===== src/rtl/dsm_pkg.sv =====
`default_nettype none
// ============================================================================
//  Module      : dsm_pkg
//  Description : Shared types and helpers for the second-order 1-bit
//                delta-sigma modulator: FSM state encoding, LFSR seed and
//                feedback taps, wide arithmetic type and saturating clamp.
//  Revision    : 1.0 - initial release
// ============================================================================
package dsm_pkg;

  // FSM state encoding; values are visible on state_o.
  typedef enum logic [1:0] {
    IDLE    = 2'd0,
    RUN     = 2'd1,
    RECOVER = 2'd2
  } dsm_state_e;

  // LFSR x^16+x^14+x^13+x^11+1, shift-left Fibonacci form: the feedback bit
  // is the parity of register bits 15, 13, 12 and 10.
  localparam logic [15:0] c_lfsr_seed = 16'hACE1;
  localparam logic [15:0] c_lfsr_taps = 16'hB400;

  // Datapath sums are formed in this width so that the unsaturated result of
  // an integrator update never wraps before it is clamped (ACC_W <= 29).
  localparam int c_wide_w = 32;
  typedef logic signed [c_wide_w-1:0] wide_t;

  // Clamp x to the signed range of an acc_w-bit integrator.
  function automatic wide_t sat(input wide_t x, input int acc_w);
    wide_t hi;
    wide_t lo;
    hi = (wide_t'(1) <<< (acc_w - 1)) - wide_t'(1);
    lo = -hi - wide_t'(1);
    if (x > hi) begin
      return hi;
    end else if (x < lo) begin
      return lo;
    end else begin
      return x;
    end
  endfunction

endpackage
`default_nettype wire


===== src/rtl/dsm_lfsr16.sv =====
`default_nettype none
// ============================================================================
//  Module      : dsm_lfsr16
//  Description : Free-running 16-bit Fibonacci LFSR used as the dither source.
//                Advances on every clock; reset loads the fixed seed.
//  Ports       : clock   - system clock
//                reset_n - asynchronous reset, active-low
//                lfsr_o  - current register contents
//  Revision    : 1.0 - initial release
// ============================================================================
module dsm_lfsr16
  import dsm_pkg::*;
(
  input  logic        clock,
  input  logic        reset_n,
  output logic [15:0] lfsr_o
);

  logic [15:0] r_lfsr;
  logic        w_fb;

  assign w_fb   = ^(r_lfsr & c_lfsr_taps);
  assign lfsr_o = r_lfsr;

  always_ff @(posedge clock or negedge reset_n) begin
    if (!reset_n) begin
      r_lfsr <= c_lfsr_seed;
    end else begin
      r_lfsr <= {r_lfsr[14:0], w_fb};
    end
  end

endmodule
`default_nettype wire


===== src/rtl/dsm2_modulator.sv =====
`default_nettype none
// ============================================================================
//  Module      : dsm2_modulator
//  Description : Second-order, 1-bit delta-sigma modulator with saturating
//                integrators, overload detection / recovery and optional
//                LFSR dither at the quantizer.
//  Ports       : clock        - system clock
//                reset_n      - asynchronous reset, active-low
//                en_i         - 1 = modulate, 0 = idle toggle pattern
//                dither_en_i  - 1 = add LFSR dither before the quantizer
//                v_in         - signed input sample, one per clock
//                bit_o        - modulator bitstream
//                state_o      - FSM state (IDLE=0, RUN=1, RECOVER=2)
//                ovl_o        - high while in RECOVER
//                ovl_events_o - overload trip count, saturating at 255
//  Revision    : 1.0 - initial release
// ============================================================================
module dsm2_modulator
  import dsm_pkg::*;
#(
  parameter int IN_W      = 20,
  parameter int ACC_W     = 24,
  parameter int OVL_LIMIT = 64,
  parameter int RECOV_CYC = 32,
  parameter int DITH_W    = 4
) (
  input  logic                   clock,
  input  logic                   reset_n,
  input  logic                   en_i,
  input  logic                   dither_en_i,
  input  logic signed [IN_W-1:0] v_in,
  output logic                   bit_o,
  output logic [1:0]             state_o,
  output logic                   ovl_o,
  output logic [7:0]             ovl_events_o
);

  localparam int SAT_W = (OVL_LIMIT > 2) ? $clog2(OVL_LIMIT) : 1;
  localparam int REC_W = (RECOV_CYC > 2) ? $clog2(RECOV_CYC) : 1;

  localparam wide_t            c_fs        = wide_t'(1) <<< (IN_W - 1);
  localparam wide_t            c_dith_off  = wide_t'(1) <<< (DITH_W - 1);
  localparam logic [SAT_W-1:0] c_sat_last  = SAT_W'(OVL_LIMIT - 1);
  localparam logic [REC_W-1:0] c_rec_last  = REC_W'(RECOV_CYC - 1);

  // --------------------------------------------------------------------------
  // Registered state
  // --------------------------------------------------------------------------
  logic signed [ACC_W-1:0] r_int1;
  logic signed [ACC_W-1:0] r_int2;
  logic                    r_bit;
  dsm_state_e              r_state;
  logic                    r_ovl;
  logic [7:0]              r_events;
  logic [SAT_W-1:0]        r_sat_cnt;
  logic [REC_W-1:0]        r_rec_cnt;

  // --------------------------------------------------------------------------
  // Dither source
  // --------------------------------------------------------------------------
  logic [15:0] w_lfsr;
  logic        w_lfsr_unused;

  dsm_lfsr16 u_lfsr (
    .clock   (clock),
    .reset_n (reset_n),
    .lfsr_o  (w_lfsr)
  );

  // Only the low DITH_W bits feed the quantizer.
  assign w_lfsr_unused = ^w_lfsr[15:DITH_W];

  // --------------------------------------------------------------------------
  // Loop arithmetic (all in the wide type, then clamped)
  // --------------------------------------------------------------------------
  wide_t w_vin;
  wide_t w_i1;
  wide_t w_i2;
  wide_t w_fb;
  wide_t w_sum1;
  wide_t w_sum2;
  wide_t w_n1;
  wide_t w_n2;
  wide_t w_dith;
  wide_t w_q;
  logic  w_qbit;
  logic  w_clamp;
  logic  w_trip;

  assign w_vin = {{(c_wide_w - IN_W){v_in[IN_W-1]}}, v_in};
  assign w_i1  = {{(c_wide_w - ACC_W){r_int1[ACC_W-1]}}, r_int1};
  assign w_i2  = {{(c_wide_w - ACC_W){r_int2[ACC_W-1]}}, r_int2};

  // Feedback comes from the registered output bit.
  assign w_fb = r_bit ? c_fs : -c_fs;

  // The second integrator sees the old first-integrator value: this is the
  // delay in the first loop path.
  assign w_sum1 = w_i1 + w_vin - w_fb;
  assign w_sum2 = w_i2 + w_i1 - (w_fb <<< 1);

  assign w_n1 = sat(w_sum1, ACC_W);
  assign w_n2 = sat(w_sum2, ACC_W);

  assign w_clamp = (w_n1 != w_sum1) || (w_n2 != w_sum2);

  // Dither is the LFSR low bits taken as unsigned, re-centred around zero.
  assign w_dith = $signed({{(c_wide_w - DITH_W){1'b0}}, w_lfsr[DITH_W-1:0]}) - c_dith_off;
  assign w_q    = w_n2 + (dither_en_i ? w_dith : wide_t'(0));
  assign w_qbit = (w_q >= wide_t'(0));

  // Trip on the cycle that completes OVL_LIMIT consecutive clamped updates.
  assign w_trip = (r_state == RUN) && w_clamp && (r_sat_cnt == c_sat_last);

  // --------------------------------------------------------------------------
  // Datapath + FSM
  // --------------------------------------------------------------------------
  always_ff @(posedge clock or negedge reset_n) begin
    if (!reset_n) begin
      r_int1    <= '0;
      r_int2    <= '0;
      r_bit     <= 1'b0;
      r_state   <= IDLE;
      r_ovl     <= 1'b0;
      r_events  <= '0;
      r_sat_cnt <= '0;
      r_rec_cnt <= '0;
    end else begin
      case (r_state)
        IDLE: begin
          r_int1    <= '0;
          r_int2    <= '0;
          r_bit     <= ~r_bit;
          r_ovl     <= 1'b0;
          r_sat_cnt <= '0;
          r_rec_cnt <= '0;
          if (en_i) begin
            r_state <= RUN;
          end
        end

        RUN: begin
          // A trip is logged even when en_i drops in the same cycle.
          if (w_trip && (r_events != 8'hFF)) begin
            r_events <= r_events + 8'd1;
          end
          if (!en_i) begin
            r_int1    <= '0;
            r_int2    <= '0;
            r_bit     <= ~r_bit;
            r_sat_cnt <= '0;
            r_state   <= IDLE;
          end else if (w_trip) begin
            r_int1    <= '0;
            r_int2    <= '0;
            r_bit     <= ~r_bit;
            r_sat_cnt <= '0;
            r_rec_cnt <= '0;
            r_ovl     <= 1'b1;
            r_state   <= RECOVER;
          end else begin
            r_int1    <= w_n1[ACC_W-1:0];
            r_int2    <= w_n2[ACC_W-1:0];
            r_bit     <= w_qbit;
            r_sat_cnt <= w_clamp ? (r_sat_cnt + 1'b1) : '0;
          end
        end

        RECOVER: begin
          r_int1    <= '0;
          r_int2    <= '0;
          r_bit     <= ~r_bit;
          r_sat_cnt <= '0;
          if (!en_i) begin
            r_ovl     <= 1'b0;
            r_rec_cnt <= '0;
            r_state   <= IDLE;
          end else if (r_rec_cnt == c_rec_last) begin
            r_ovl     <= 1'b0;
            r_rec_cnt <= '0;
            r_state   <= RUN;
          end else begin
            r_rec_cnt <= r_rec_cnt + 1'b1;
          end
        end

        default: begin
          r_int1    <= '0;
          r_int2    <= '0;
          r_ovl     <= 1'b0;
          r_sat_cnt <= '0;
          r_rec_cnt <= '0;
          r_state   <= IDLE;
        end
      endcase
    end
  end

  assign bit_o        = r_bit;
  assign state_o      = r_state;
  assign ovl_o        = r_ovl;
  assign ovl_events_o = r_events;

endmodule
`default_nettype wire

===== config.mk =====
export PLATFORM = sky130hd
export DESIGN_NAME = dsm2_modulator
export DESIGN_NICKNAME = d
export VERILOG_FILES = /design/src/rtl/dsm_pkg.sv /design/src/rtl/dsm_lfsr16.sv /design/src/rtl/dsm2_modulator.sv
export SDC_FILE = /design/constraint.sdc
export NUM_CORES = 1
export LEC_CHECK = 0
export BUFFER_PORTS_ARGS = -buffer_cell sky130_fd_sc_hd__buf_2
export CAP_MARGIN = 20
export CORE_MARGIN = 8
export CORE_UTILIZATION = 60
export CTS_CLUSTER_SIZE = 30
export DETAILED_ROUTE_END_ITERATION = 16
export MAX_ROUTING_LAYER = met4
export PLACE_DENSITY = 0.87
export SYNTH_ARGS = -nofsm -noshare
export SYNTH_HDL_FRONTEND = slang
export SYNTH_SLANG_ARGS = --single-unit

===== constraint.sdc =====
create_clock -name clock -period 7.75 [get_ports clock]
set_input_delay 1.55 -clock clock [delete_from_list [all_inputs] [get_ports clock]]
set_output_delay 1.55 -clock clock [all_outputs]
set_load 0.01 [all_outputs]

==> summary.md, run 1 <==
| Metric | Value |
|---|---|
| Outcome | `complete, no violations` |
| Post-synthesis sequential area ratio | `0.2642` |
| RSZ-0062 raised after global routing | `false` |
| Cell area after synthesis | `approximately 8300 sq um` |
| Post-synth EDFFs | `0` |
| Pre-CTS setup slack | `1.362 ns` |
| Root Buffer | `clkbuf_16` |
| Number of antenna violations at the first check in global routing | `0` |
| Period utilization | `0.8066` |
| Synth top cells by count | `inv_1 (169), ha_1 (129), nor2_1 (87)` |
| Largest net degree at the start of global routing | `52` |
| Drt drc | `0` |
| FF+latch count, synth | `between 80 and 90` |
| Min Tclk post-route | `6.251 ns` |
| Initial core utilization | `0.6057` |
| Crit-path leading delay family | `compound AO/OA/AOI/OAI gates` |
| Detail Route Antenna Nets | `0` |
| Max Cap Violations | `0` |
| Most frequent cell after synthesis | `inv_1` |
| Insertion delay to the later sink of the worst-skew pair | `around 0.35 ns` |
| Top Ports | `36` |
| Clock H-tree levels | `3` |
| Core area | `~14,000 sq um` |
| Clock tree from TritonCTS | `done` |
| Final setup violation count | `0` |
| Setup repair bufs after CTS | `0` |
| CTS max path bufs | `2` |
| Detailed Route WL | `19.09 mm` |
| Clock sinks | `87` |
| Crit-path cells | `buf_2 > fa_1 > ha_1 > and2_1 > nand4_1 > a2111oi_0 > a211oi_2 > xor2_1 > a21o_1 > ha_1 > a22o_1 > a211oi_2 > buf_4 > o21ai_4 > buf_4 > nor2_1` |
| Post-Syn Nets | `approximately 1,200` |
| Number of distinct library cells after synthesis | `between 70 and 80` |
| Avg Cell Area, Syn | `8.106 sq um` |
| Slowest-stage cell, CP | `a2111oi_0` |
| Fmax | `around 160 MHz` |
| Clk pin slew, worst setup/hold paths | `around 0.06 ns` |
| Via count | `about 7,200` |
| Top_reg_cell synth | `dfrtp_1` |
| Share of Yosys cell area claimed by the top area cell type | `0.2389` |
| Fin worst setup slack | `about 1.5 ns` |
| Mapped Cells | `~1,000` |
| Layout cells sized above 1 | `0.08317` |
| Worst Tran Pin Value | `roughly 0.95 ns` |
| WHS | `approximately 0.35 ns` |
| Drt pass-1 iters | `5` |
| Die Ht | `around 130 um` |
| Slew Viols, Final | `0` |
| Gr usage total | `0.2253` |
| Worst Hold Class | `reg -> reg` |
| Crit-path max FO | `33` |
| Asr flop ratio synth | `1.000` |
| Hold-fix buffers, CTS | `0` |
| Cell taking the most area after synthesis | `dfrtp_1` |
| Number of core rows | `43` |
| Setup TNS | `0 ns` |
| Total CTS buffers | `9` |
| Hpwl dp | `approximately 15 mm` |
| Vias in the first global route | `~7,000` |
| CP endpoint kind | `flop` |
| CP arrival | `roughly 6.5 ns` |
| Antenna diodes | `0` |
| First-pass GRT wire length | `about 32 mm` |
| GPL Wtd Cong | `between 1 and 1.5` |
| CP bufs+invs | `3` |
| Post-CTS resize count | `0` |
| Nets | `about 1,200` |
| Via/cell ratio | `5.876` |
| Area Overhead vs Synth | `7.453%` |
| Die W | `between 100 and 150 um` |
| Crit path launch type | `input port` |
| I/O Buffers | `35` |
| Slew HR | `0.3494` |
| Die Footprint | `17,810 sq um` |
| Remaining Overflow, GRT | `0` |
| Fin. Hold Viols | `0` |
| Clock Skews | `approximately 0.0077 ns` |
| YS warnings | `0` |
| Post-DR wirelength/cell | `between 15 and 20 um` |
| Initial DRC count | `560` |
| Worst path required time | `about 8.0 ns` |
| Top cells by area, synth | `dfrtp_1 (24%), ha_1 (20%), inv_1 (7.7%)` |
| Max incr delay on CP | `approximately 0.78 ns` |
| Critical path class | `in -> reg` |
flip-flops by register name, indices dropped and copies added (netlist names):
signal / cells
r_rec_cnt: 5
ovl_o: 1
u_lfsr.lfsr_o: 16
ovl_events_o: 8
r_sat_cnt: 6
state_o: 2
bit_o: 1
r_int1: 24
r_int2: 24
worst paths after layout:
| check | cells after the start | startpoint | slack [ns] | to |
|---|---|---|---|---|
| setup / recovery | 16 | v_in[19] | 1.50 | r_int2[8]$_DFF_PN0_ |
| min in group asynchronous | 1 | reset_n | 1.16 | r_rec_cnt[1]$_DFFE_PN0P_ |
| hold / removal | 0 | u_lfsr.lfsr_o[8]$_DFF_PN0_ | 0.35 | u_lfsr.lfsr_o[9]$_DFF_PN0_ |
| hold reg to reg | 0 | u_lfsr.lfsr_o[8]$_DFF_PN0_ | 0.35 | u_lfsr.lfsr_o[9]$_DFF_PN0_ |
| setup reg to reg | 24 | bit_o$_DFFE_PN0P_ | 1.51 | bit_o$_DFFE_PN0P_ |
| max in group asynchronous | 2 | reset_n | 5.54 | r_int1[4]$_DFF_PN0_ |
layout by cell type, fill, tap and decap left out, types with 20 or more instances in the layout:
cell type  count
a21oi_1       74
buf_2         34
dfrtp_1       79
ha_1         129
inv_1        169
nand2_1       70
nand4_1       20
nor2_1        87
nor3_1        21
o21ai_0       47
xnor2_1       29
xor2_1        26
cells by family (layout without fill, tap and decap cells):
group                    count (synthesis)  count (layout)  synth area share
AO/OA/AOI/OAI                          242             242            0.1902
XOR/XNOR                                55              55           0.05820
adder cells (fa/ha/maj)                136             136            0.2119
buffers and inverters                  205             230           0.09720
flip-flops                              87              87            0.2642
multiplexers                             6               6          0.007559
AND/OR/NAND/NOR                        290             290            0.1707
cell type report:
| class | count | area [sq um] |
|---|---|---|
| Fill cell | 1165 | 4772 |
| Timing Repair Buffer | 43 | 237.7 |
| Inverter | 171 | 641.9 |
| Clock inverter | 3 | 42.54 |
| Multi-Input combinational cell | 729 | 5299 |
| Clock buffer | 13 | 260.3 |
| Sequential cell | 87 | 2187 |
| Tap cell | 180 | 225.2 |
routing by layer:
| layer | GRT usage | up-vias | routed length (um) |
|---|---|---|---|
| met3 | 0.03727 | 46 | 1037 |
| met1 | 0.2791 | 3408 | 8430 |
| met5 | - | - | 0 |
| met2 | 0.3675 | 235 | 9140 |
| met4 | 0.07486 | 0 | 484 |
| li1 | - | 3515 | - |
through the flow:
step                      instances  utilization  area (sq um)
after floorplan                1021            -          8277
after global placement         1210       0.6286          8591
after detailed placement       1210       0.6286          8591
after CTS                      1226       0.6508          8894
after global routing           1226       0.6508          8894
final                          1226       0.6508          8894
Power of run 1 is not shown: default switching activity piles up to over one toggle a cycle in this logic, so the estimate is an artifact.
==> run 2: changes to the inputs <==
--- a/config.mk
+++ b/config.mk
@@ -8,11 +8,11 @@
 export BUFFER_PORTS_ARGS = -buffer_cell sky130_fd_sc_hd__buf_2
 export CAP_MARGIN = 20
 export CORE_MARGIN = 8
-export CORE_UTILIZATION = 60
+export CORE_UTILIZATION = 58
 export CTS_CLUSTER_SIZE = 30
 export DETAILED_ROUTE_END_ITERATION = 16
 export MAX_ROUTING_LAYER = met4
-export PLACE_DENSITY = 0.87
+export PLACE_DENSITY = 0.88
 export SYNTH_ARGS = -nofsm -noshare
 export SYNTH_HDL_FRONTEND = slang
 export SYNTH_SLANG_ARGS = --single-unit
==> constraint.sdc (replaced) <==
create_clock -name clock -period 5.3 [get_ports clock]
set_input_delay 1.06 -clock clock [delete_from_list [all_inputs] [get_ports clock]]
set_output_delay 1.06 -clock clock [all_outputs]
set_load 0.01 [all_outputs]
==> summary.md, run 2 (synthesis gave the netlist of run 1 again) <==
| Metric | Value |
|---|---|
| Area Overhead vs Synth | `20.20%` |
| Drt pass-1 iters | `7 (+2)` |
| Total CTS buffers | `9 (unchanged)` |
| Clock H-tree levels | `3 (unchanged)` |
| Die Footprint | `18,350 sq um (+3.0%)` |
| Clock Skews | `0.006065 ns (-0.001589 ns)` |
| Max incr delay on CP | `0.50 ns (-0.28 ns)` |
| Max Cap Violations | `0 (unchanged)` |
| Slew HR | `0.005984 (-0.3434)` |
| Number of core rows | `43 (unchanged)` |
| Worst path required time | `5.54 ns (-2.42 ns)` |
| Min Tclk post-route | `~5.3 ns` |
| Crit path launch type | `flop` |
| Initial DRC count | `726 (+30%)` |
| Reg2Reg Depth | `21 (-13%)` |
| Slew Viols, Final | `0 (unchanged)` |
| Core area | `13,930 sq um (+2.0%)` |
| Clk pin slew, worst setup/hold paths | `0.07 ns (about the same)` |
| I/O Buffers | `35 (unchanged)` |
| Gr usage total | `0.2344 (+0.009062)` |
| Commonest non-fill, non-tap cell in the layout | `inv_1` |
| Largest net degree at the start of global routing | `46 (-12%)` |
| Insertion delay to the later sink of the worst-skew pair | `0.35 ns (about the same)` |
| Pre-CTS setup slack | `-0.2855 ns (-1.648 ns)` |
| Outcome | `complete, no violations` |
| Worst Hold Class | `reg -> reg` |
| Met2 WL post-DR | `10.76 mm (+18%)` |
| Antenna diodes | `0 (unchanged)` |
| Clock tree from TritonCTS | `done` |
| Layout cells sized above 1 | `0.2046 (+0.1214)` |
| Slowest-stage cell, CP | `fa_1` |
| Detail Route Antenna Nets | `0 (unchanged)` |
| CP endpoint kind | `flop` |
| Fin cells | `1,309 (+6.8%)` |
| GPL Wtd Cong | `0.9554 (-5.6%)` |
| Via count | `7,856 (+9.1%)` |
| Fin worst setup slack | `0.02552 ns (-1.473 ns)` |
| Setup TNS | `0 ns (unchanged)` |
| Post-DR wirelength/cell | `17.38 um (+12%)` |
| Hold-fix buffers, CTS | `0 (unchanged)` |
| Worst Tran Pin Value | `1.484 ns (+0.5330 ns)` |
| CP bufs+invs | `2 (-1)` |
| First-pass GRT wire length | `34.41 mm (+6.8%)` |
| Drt drc | `0 (unchanged)` |
| R2R setup slack | `0.03 ns (-1.48 ns)` |
| Most frequent cells in the layout | `inv_1 (166), ha_1 (116), nor2_1 (86)` |
| Initial core utilization | `0.5940 (-0.01169)` |
| Die Ht | `135.5 um (+1.5%)` |
| Post-layout util | `0.7139 (+0.06313)` |
| Root Buffer | `clkbuf_16` |
| Crit-path max FO | `10 (-70%)` |
| Final setup violation count | `0 (unchanged)` |
| Detailed Route WL | `22.75 mm (+19%)` |
| Fin. Hold Viols | `0 (unchanged)` |
| Routed wl met3 | `1.554 mm (+50%)` |
| Die W | `135.5 um (+1.5%)` |
| WHS Path Cells | `0 (unchanged)` |
| Fmax | `about 190 MHz` |
| Crit-path leading delay family | `compound AO/OA/AOI/OAI gates` |
| Clock sinks | `87 (unchanged)` |
| Top routing layer used | `met4` |
| Remaining Overflow, GRT | `0 (unchanged)` |
| Vias in the first global route | `7,380 (+5.5%)` |
| Hpwl dp | `15.70 mm (+6.1%)` |
| Top Ports | `36 (unchanged)` |
| Critical path class | `reg -> reg` |
| Crit path depth | `21 (+5)` |
| Number of antenna violations at the first check in global routing | `0 (unchanged)` |
| CTS max path bufs | `2 (unchanged)` |
| CP arrival | `5.51 ns (-0.95 ns)` |
| Via/cell ratio | `6.002 (+2.1%)` |
| Nets | `1,284 (+6.9%)` |
| Period utilization | `0.9952` |
| Crit-path cells | `buf_6 > fa_1 > ha_4 > nand2_1 > o21ai_2 > mux2i_1 > o311ai_2 > a211oi_2 > and3_4 > a21o_4 > buf_6 > a21boi_0 > ha_1 > nand4b_1 > a21oi_1 > o31ai_1 > or3b_4 > xor2_2 > xnor2_1 > nand2_1 > o21a_1` |
| Fill cells | `1,019 (-13%)` |
| Wl on met1 | `9.466 mm (+12%)` |
| Inst Count DP | `1,284 (+6.1%)` |
[run 2: stage by stage]
step                hold slack (ns)  cell area [sq um]
floorplan                    0.3312               8278
global placement             0.3340               9160
detailed placement           0.3367               9160
CTS                          0.3515               9543
global route                 0.3592               9948
finish                       0.3500               9948
[run 2: repair_timing]
action | CTS | global route
gates cloned | 1 | 2
resized for setup | 13 | 77
endpoints found under the setup margin | 1 | 1
buffers inserted | 2 | 4
pin swaps | 3 | 37
[run 2: final cells by class]
class / instances / area (sq um) / area share
clock inverters: 6 / 67.56 / 0.006792
inverters: 171 / 641.9 / 0.06452
well taps: 180 / 225.2 / 0.02264
clock buffers: 10 / 239.0 / 0.02402
repair buffers: 124 / 890.9 / 0.08955
flip-flops and latches: 87 / 2188 / 0.2200
multi-input cells: 731 / 5695 / 0.5725
[run 2: final timing paths]
path	from	end
max in group asynchronous	reset_n	r_int2[6]$_DFF_PN0_
max reg2reg	bit_o$_DFFE_PN0P_	bit_o$_DFFE_PN0P_
min reg2reg	u_lfsr.lfsr_o[14]$_DFF_PN0_	u_lfsr.lfsr_o[15]$_DFF_PN1_
min	u_lfsr.lfsr_o[14]$_DFF_PN0_	u_lfsr.lfsr_o[15]$_DFF_PN1_
max	bit_o$_DFFE_PN0P_	bit_o$_DFFE_PN0P_
min in group asynchronous	reset_n	ovl_events_o[5]$_DFFE_PN0P_
[run 2: routing by layer]
layer	GRT usage	vias up
met5	-	-
met4	0.07650	0
met3	0.03301	92
met2	0.3719	385
met1	0.3026	3680
li1	-	3699
Power of run 2 is left out for the same reason.
==> run 3: changes to the inputs <==
--- a/config.mk
+++ b/config.mk
@@ -7,11 +7,11 @@
 export LEC_CHECK = 0
 export BUFFER_PORTS_ARGS = -buffer_cell sky130_fd_sc_hd__buf_2
 export CAP_MARGIN = 20
+export CORE_ASPECT_RATIO = 1.1
 export CORE_MARGIN = 8
 export CORE_UTILIZATION = 58
 export CTS_CLUSTER_SIZE = 30
 export DETAILED_ROUTE_END_ITERATION = 16
-export MAX_ROUTING_LAYER = met4
 export PLACE_DENSITY = 0.88
 export SYNTH_ARGS = -nofsm -noshare
 export SYNTH_HDL_FRONTEND = slang
==> summary.md, run 3 (synthesis gave the netlist of run 1 again) <==
| Metric | Value |
|---|---|
| Number of antenna violations at the first check in global routing | `0 (unchanged)` |
| Critical path class | `reg -> reg` |
| GPL Wtd Cong | `0.9396 (-1.7%)` |
| R2R setup slack | `0.18 ns (+0.15 ns)` |
| CP endpoint kind | `flop` |
| Core area | `14,220 sq um (+2.0%)` |
| Antenna diodes | `0 (unchanged)` |
| Die W | `129.9 um (-4.1%)` |
| CP arrival | `5.36 ns (-0.15 ns)` |
| Crit path launch | `bit_o$_DFFE_PN0P_` |
| Period utilization | `0.9667 (-0.02850)` |
| Crit path depth | `23 (+9.5%)` |
| Area Overhead vs Synth | `16.42%` |
| Max incr delay on CP | `0.54 ns (+0.04 ns)` |
| Post-layout util | `0.6778 (-0.03614)` |
| CP bufs+invs | `2 (unchanged)` |
| Fill cells | `1,108 (+8.7%)` |
| Top Ports | `36 (unchanged)` |
| Layout cells sized above 1 | `0.1634 (-0.04125)` |
| Min Tclk post-route | `5.123 ns (-0.1510 ns)` |
| Hpwl dp | `15.25 mm (-2.8%)` |
| Most frequent cells in the layout | `inv_1 (166), ha_1 (126), nor2_1 (86)` |
| Crit path launch type | `flop` |
| Root Buffer | `clkbuf_16` |
| Final setup violation count | `0 (unchanged)` |
| Worst Tran Pin Value | `0.9195 ns (-0.5648 ns)` |
| Worst setup path endpoint | `bit_o$_DFFE_PN0P_` |
| Max Cap Violations | `0 (unchanged)` |
| Detail Route Antenna Nets | `0 (unchanged)` |
| Nets | `1,263 (-1.6%)` |
| Hold-fix buffers, CTS | `0 (unchanged)` |
| Total CTS buffers | `9 (unchanged)` |
| Fin. Hold Viols | `0 (unchanged)` |
| Clk pin slew, worst setup/hold paths | `0.06 ns (about the same)` |
| Slew HR | `0.3843 (+0.3783)` |
| Remaining Overflow, GRT | `0 (unchanged)` |
| Via/cell ratio | `5.794 (-3.5%)` |
| Die Footprint | `18,350 sq um (about the same)` |
| Clock sinks | `87 (unchanged)` |
| Initial DRC count | `626 (-14%)` |
| Worst r2r src | `bit_o$_DFFE_PN0P_` |
| Gr usage total | `0.2248 (-0.009616)` |
| Worst path required time | `5.54 ns (about the same)` |
| Clock tree from TritonCTS | `done` |
| Fin cells | `1,300 (-0.69%)` |
| Detailed Route WL | `20.39 mm (-10%)` |
| Insertion delay to the later sink of the worst-skew pair | `0.35 ns (about the same)` |
| Reg-to-Reg End | `bit_o$_DFFE_PN0P_` |
| Multi-input gate area | `5482 sq um (-3.8%)` |
| Slew Viols, Final | `0 (unchanged)` |
| Reg area | `2188 sq um (unchanged)` |
| Reg2Reg Depth | `23 (+9.5%)` |
| Drt drc | `0 (unchanged)` |
| Slowest-stage cell, CP | `fa_1` |
| First-pass GRT wire length | `33.22 mm (-3.5%)` |
| Clock Skews | `0.004011 ns (-0.002054 ns)` |
| Commonest non-fill, non-tap cell in the layout | `inv_1` |
| CTS max path bufs | `2 (unchanged)` |
| I/O Buffers | `35 (unchanged)` |
| Worst Hold Class | `reg -> reg` |
| Fmax | `195.2 MHz (+2.9%)` |
| Post-DR wirelength/cell | `15.68 um (-9.8%)` |
| Crit-path max FO | `8 (-2)` |
| Crit-path cells | `inv_1 > fa_1 > inv_1 > ha_4 > a21oi_2 > o22ai_1 > a211o_1 > or3_4 > and3_4 > a21o_4 > nand2_1 > nand2_1 > ha_1 > a21oi_2 > o21ai_1 > o21bai_1 > a31oi_1 > o31ai_1 > or3b_4 > xor2_2 > xnor2_2 > nand2_1 > o21a_1` |
| Largest net degree at the start of global routing | `88 (+91%)` |
| Crit-path leading delay family | `compound AO/OA/AOI/OAI gates` |
| Clock H-tree levels | `3 (unchanged)` |
| Initial core utilization | `0.5822 (-0.01176)` |
| Outcome | `complete, no violations` |
| Inst Count DP | `1,276 (-0.62%)` |
| Drt pass-1 iters | `5 (-2)` |
| Die Ht | `141.3 um (+4.3%)` |
| Number of core rows | `46 (+7.0%)` |
| Vias in the first global route | `7,404 (+0.33%)` |
| Via count | `7,532 (-4.1%)` |
| CP most frequent cell | `nand2_1` |
==> run 3: how the worst min path moves through the flow <==
| stage | depth (start not counted) | endpoint | from |
|---|---|---|---|
| global placement | 0 | u_lfsr.lfsr_o[9]$_DFF_PN0_ | u_lfsr.lfsr_o[8]$_DFF_PN0_ |
| finish | 0 | u_lfsr.lfsr_o[9]$_DFF_PN0_ | u_lfsr.lfsr_o[8]$_DFF_PN0_ |
| floorplan | 0 | u_lfsr.lfsr_o[9]$_DFF_PN0_ | u_lfsr.lfsr_o[8]$_DFF_PN0_ |
| global route | 0 | u_lfsr.lfsr_o[7]$_DFF_PN1_ | u_lfsr.lfsr_o[6]$_DFF_PN1_ |
| CTS | 0 | u_lfsr.lfsr_o[9]$_DFF_PN0_ | u_lfsr.lfsr_o[8]$_DFF_PN0_ |
| detailed placement | 0 | u_lfsr.lfsr_o[9]$_DFF_PN0_ | u_lfsr.lfsr_o[8]$_DFF_PN0_ |
==> run 3: timing repair <==
| action | 4_1_cts | 5_1_grt |
|---|---|---|
| buffers inserted | 0 | 6 |
| gates resized for setup | 11 | 41 |
| endpoints found under the setup margin | 1 | 1 |
| gates cloned | 0 | 1 |
| pin swaps | 0 | 17 |
==> run 3: cell type report <==
| cell class | count | share of cell area |
|---|---|---|
| well taps | 192 | 0.02493 |
| multi-input cells | 730 | 0.5689 |
| repair buffers | 104 | 0.07726 |
| clock inverters | 5 | 0.01104 |
| clock buffers | 11 | 0.02415 |
| inverters | 171 | 0.06661 |
| flip-flops and latches | 87 | 0.2271 |
==> run 3: layer usage <==
layer	part of all wire	vias up	global-route usage
met5	0	-	0
met4	0.041	0	0.1028
met3	0.061	70	0.05255
met2	0.49	269	0.3764
met1	0.41	3542	0.2673
li1	-	3651	-
==> run 3: per-stage QoR <==
| stage | TNS, ns | setup slack [ns] | instance area [sq um] | hold WS, ns |
|---|---|---|---|---|
| finish | 0 | 0.1766 | 9635 | 0.3487 |
| global route | -0.05091 | -0.05091 | 9635 | 0.3563 |
| CTS | 0 | 0.004995 | 9412 | 0.3514 |
| detailed placement | -0.1097 | -0.1097 | 9037 | 0.3373 |
| global placement | 0 | 0.07389 | 9037 | 0.3357 |
| floorplan | 0 | 0.03089 | 8278 | 0.3312 |
==> run 3: worst register-to-register path: stages, from the launching register on <==
cell      delay (ns)
dfrtp_2         0.40
inv_1           0.07
fa_1            0.54
inv_1           0.07
ha_4            0.27
a21oi_2         0.16
o22ai_1         0.10
a211o_1         0.30
or3_4           0.40
and3_4          0.21
a21o_4          0.25
nand2_1         0.11
nand2_1         0.09
ha_1            0.29
a21oi_2         0.16
o21ai_1         0.07
o21bai_1        0.15
a31oi_1         0.12
o31ai_1         0.22
or3b_4          0.42
xor2_2          0.20
xnor2_2         0.14
nand2_1         0.08
o21a_1          0.20
Power of run 3 is left out for the same reason.
